$ cat config.mk
export PLATFORM = sky130hd
export DESIGN_NAME = fetch_align_buffer
export DESIGN_NICKNAME = d
export VERILOG_FILES = /design/src/rtl/fetch_align_buffer.sv
export SDC_FILE = /design/constraint.sdc
export NUM_CORES = 1
export LEC_CHECK = 0
export CORE_AREA = 2 2 206 208
export CTS_CLUSTER_DIAMETER = 40
export DETAILED_ROUTE_END_ITERATION = 6
export DIE_AREA = 0 0 208 210
export SLEW_MARGIN = 20
export SYNTH_ARGS = -nofsm -noshare
export SYNTH_HDL_FRONTEND = slang
export SYNTH_SLANG_ARGS = --single-unit
export TNS_END_PERCENT = 10
$ cat constraint.sdc
create_clock -name clk -period 5.45 [get_ports clk]
set_clock_uncertainty 0.05 [all_clocks]
set_input_delay 1.09 -clock clk [delete_from_list [all_inputs] [get_ports clk]]
set_output_delay 1.09 -clock clk [all_outputs]
set_load 0.05 [all_outputs]
$ cat src/rtl/fetch_align_buffer.sv
// ============================================================================
// fetch_align_buffer -- halfword-granular fetch buffer feeding the RVC expander.
// Optional macro FETCH_ALIGN_ILLEGAL_CHECK_EN adds inst_illegal_o. Rev 1.0
// ============================================================================
`default_nettype none

module fetch_align_buffer #(
  parameter int              DEPTH_HW = 8,
  parameter int              PC_W     = 32,
  parameter logic [PC_W-1:0] RESET_PC = '0
) (
  input  logic                       clk,
  input  logic                       rst,
  input  logic                       flush_i,
  input  logic [PC_W-1:0]            flush_pc_i,
  input  logic                       fetch_valid_i,
  output logic                       fetch_ready_o,
  input  logic [31:0]                fetch_data_i,
  output logic                       inst_valid_o,
  input  logic                       inst_ready_i,
  output logic [31:0]                inst_o,
  output logic [PC_W-1:0]            inst_pc_o,
  output logic                       inst_is_comp_o,
  output logic [$clog2(DEPTH_HW):0]  count_o
`ifdef FETCH_ALIGN_ILLEGAL_CHECK_EN
  ,
  output logic                       inst_illegal_o
`endif
);

  localparam int AW = $clog2(DEPTH_HW);
  localparam int CW = AW + 1;
  localparam logic [CW-1:0] C_PUSH_LIMIT = CW'(DEPTH_HW - 2);

  logic [15:0]     r_mem [DEPTH_HW];
  logic [AW-1:0]   r_rd;
  logic [AW-1:0]   r_wr;
  logic [CW-1:0]   r_count;
  logic [PC_W-1:0] r_pc;
  logic            r_drop_lo;

  logic [15:0]     w_h0;
  logic [15:0]     w_h1;
  logic            w_comp;
  logic            w_avail;
  logic            w_push;
  logic            w_pop;
  logic [CW-1:0]   w_push_n;
  logic [CW-1:0]   w_pop_n;
  logic [AW-1:0]   w_wr1;

  assign w_h0   = r_mem[r_rd];
  assign w_h1   = r_mem[r_rd + AW'(1)];
  assign w_comp = (w_h0[1:0] != 2'b11);
  assign w_wr1  = r_wr + AW'(1);

  // A 32-bit instruction needs both halves resident before it is offered.
  assign w_avail = (w_comp && (r_count >= CW'(1))) || (!w_comp && (r_count >= CW'(2)));

  assign fetch_ready_o  = (r_count <= C_PUSH_LIMIT) && !flush_i && !rst;
  assign inst_valid_o   = w_avail && !flush_i && !rst;
  assign inst_o         = w_comp ? {16'h0000, w_h0} : {w_h1, w_h0};
  assign inst_is_comp_o = w_comp;
  assign inst_pc_o      = r_pc;
  assign count_o        = r_count;

`ifdef FETCH_ALIGN_ILLEGAL_CHECK_EN
  assign inst_illegal_o = inst_valid_o && w_comp && (w_h0 == 16'h0000);
`endif

  assign w_push   = fetch_valid_i && fetch_ready_o;
  assign w_pop    = inst_valid_o && inst_ready_i;
  assign w_push_n = w_push ? (r_drop_lo ? CW'(1) : CW'(2)) : CW'(0);
  assign w_pop_n  = w_pop ? (w_comp ? CW'(1) : CW'(2)) : CW'(0);

  always_ff @(posedge clk) begin
    if (w_push) begin
      if (r_drop_lo) begin
        r_mem[r_wr] <= fetch_data_i[31:16];
      end else begin
        r_mem[r_wr]  <= fetch_data_i[15:0];
        r_mem[w_wr1] <= fetch_data_i[31:16];
      end
    end
  end

  always_ff @(posedge clk) begin
    if (rst) begin
      r_rd      <= '0;
      r_wr      <= '0;
      r_count   <= '0;
      r_pc      <= RESET_PC;
      r_drop_lo <= 1'b0;
    end else if (flush_i) begin
      r_rd      <= '0;
      r_wr      <= '0;
      r_count   <= '0;
      r_pc      <= flush_pc_i & ~PC_W'(1);
      r_drop_lo <= flush_pc_i[1];
    end else begin
      r_count <= r_count + w_push_n - w_pop_n;
      if (w_push) begin
        r_wr      <= r_wr + w_push_n[AW-1:0];
        r_drop_lo <= 1'b0;
      end
      if (w_pop) begin
        r_rd <= r_rd + w_pop_n[AW-1:0];
        r_pc <= r_pc + (w_comp ? PC_W'(2) : PC_W'(4));
      end
    end
  end

endmodule

`default_nettype wire

==> results.toml <==
[layout]
fin_util = 0.309
most-common-layout-cells = "edfxtp_1 (128), mux2_2 (126), clkdlybuf4s50_1 (120)"
areaGrowthSynthToFinish_pct = 25.1
layout_commonest_cell = "edfxtp_1"
nets = 988
drive_gt1_frac = 0.316

[logic_synthesis]
synthSimpleGateAreaFrac = 0.0754
synthCells = 770
async_flop_share = 0
synth_xor_area_frac = 0.0180
synth_area_per_cell_um2 = 13.3
synth.distinct_cells = 65
synth_top_family_by_area = "multiplexers"
synth.area.mux_share = 0.300
synth_compound_area_frac = 0.0832
synth_top_area_cell = "edfxtp_1"
ys_seq_elements = 173
synth.area.top_cells = "edfxtp_1 (38%), mux4_2 (14%), mux2_2 (14%)"
syn_nets = 856
synth-adder-area-share = 0.0244
synth_edf_count = 128
netlist.area_leader.share = 0.375
syn_area_um2 = 10200
ys_warn_count = 0
seq_area_frac_synth = 0.463
ys.flop_type = "edfxtp_1"

[clock_network]
root_buffer = "clkbuf_16"
cts_buffer_depth = 2
cts_tree = "done"
cts_buffers = 17
numClockSinks = 173
postCtsHoldBufs = 0
cts_max_level = 4
clock_latency_ps = 430
cts_resized = 0
postCtsSetupRepairBufs = 0
clk_pin_slew_ps = 70

[power_and_ir_drop]
ir_worst_vdd_v = 0.000189
clkPwrFrac = 0.394
pwr-share-seq = 0.462
p_leak_nw = 4.13
p_int_mw = 2.33
power_density_nw_per_um2 = 249
combPwrFrac = 0.144
p_switching_mw = 0.858
swShare = 0.269
p_total_mw = 3.19

[timing]
hold_viol = 0
relSlewSlack = 0.356
slew_violations = 0
setup_viol = 0
period_share = 0.843
timing.fmax_mhz = 218
setup_tns_ps = 0
rsz0062_at_grt = "no"
min_period_ps = 4590
worst_pin_slew_ps = 966

[global_routing]
grt_overflow = 0
first_global_vias = 7327
grt_pass1_wl_um = 45400
antenna_found_initial = 1
grt_start_max_net_pins = 47
grt_usage = 0.138

[drt]
drt-total-wl_um = 29800
vias_per_cell = 4.89
antenna_left = 0
drt_iter0_markers = 583
via_count = 7110
drt-pass1-iter-count = 5
drc = 0
wl_per_cell_um = 20.5

[die]
initial_utilization = 0.247
die_x_um = 208
die_h_um = 210
io_pins = 140
row_count = 75
coreArea_um2 = 41500
fp.dieArea_um2 = 43700

[hold_path]
hold_class = "flop to flop"
holdPathStages = 2

[placed_design]
gp_congestion = 0.766
place_hpwl_um = 19200
numPortBuffers = 137

[critical_path]
cp-end-kind = "output port"
crit_arrival_ps = 3450
crit_required_ps = 4310
cp-start-kind = "flop"
crit_fanout = 18
critPathKind = "flop to output port"
reg2regPathDepth = 12

[status]
status = "finished clean"

[run]
maxCapViolations = 0
## state kept, by name, indices dropped and copies added, names as in the netlist, named ones only
register / cells
count_o: 4
r_rd: 3
r_drop_lo: 1
r_wr: 3
inst_pc_o: 31
r_mem: 128
## power by group through the flow
| stage | logic (mW) | registers [mW] | clock network [mW] |
|---|---|---|---|
| after global placement | 0.456 | 1.50 | 0 |
| after CTS | 0.462 | 1.48 | 1.29 |
| after detailed placement | 0.459 | 1.51 | 0 |
| after floorplan | 0.226 | 1.56 | 0 |
| after global routing | 0.493 | 1.48 | 1.33 |
| final | 0.458 | 1.48 | 1.26 |
## worst paths after layout
| kind | startpoint | to | slack, ps |
|---|---|---|---|
| worst max register to register | flop | inst_pc_o[31] | 1180 |
| worst min-delay path | inst_pc_o[31] | inst_pc_o[31] | 470 |
| worst min register to register | inst_pc_o[31] | inst_pc_o[31] | 470 |
| worst max-delay path | flop | inst_valid_o | 860 |
## synthesized netlist by cell type, types with 10 or more instances
| cell type | n |
|---|---|
| edfxtp_1 | 128 |
| mux2_2 | 126 |
| mux4_2 | 64 |
| nand2_1 | 50 |
| dfxtp_1 | 45 |
| nor2_1 | 43 |
| a21oi_1 | 30 |
| inv_1 | 29 |
| clkbuf_1 | 27 |
| mux2_1 | 17 |
| a211oi_1 | 15 |
| xnor2_1 | 13 |
| ha_1 | 12 |
| a311oi_1 | 11 |
| nor3_1 | 11 |
| buf_2 | 10 |
| o21ai_0 | 10 |
## cells by family after synthesis
family | count (synthesis)
xor gates and xnor gates | 21
adders and majority gates | 17
DFF | 173
and+or+nand+nor | 157
AOI/OAI and AO/OA | 110
other | 1
buffers and inverters | 82
muxes | 209
## per-stage QoR
| stage | instances | instance area [µm²] | setup WS, ps | hold slack, ps |
|---|---|---|---|---|
| after floorplan | 770 | 10200 | 776 | 439 |
| after global placement | 1422 | 12200 | 977 | 451 |
| final | 1454 | 12800 | 856 | 471 |
| after global routing | 1453 | 12800 | 666 | 509 |
| after detailed placement | 1422 | 12200 | 894 | 466 |
| after CTS | 1453 | 12800 | 778 | 472 |
## per-layer routing
metal,wire length [µm],global-route usage
met5,20,0
met4,542,0.0367
met3,1730,0.0331
met2,14800,0.238
met1,12700,0.174
## final cells by class
type                            count  area, µm²
Clock buffer                       18        429
Sequential cell                   173       4750
Fill cell                        4225      28700
Antenna cell                        1       2.50
Multi-Input combinational cell    515       5150
Timing Repair Buffer              165       1540
Tap cell                          539        674
Clock inverter                     13        156
Inverter                           30        113
## critical path, cell delays in order, from the launching register on
cell and delay [ps]:
dfxtp_2 800, mux4_2 590, mux2_2 360, a21bo_4 280, a21oi_1 150, clkdlybuf4s50_1 850
Power figures use the tool's default switching activity.
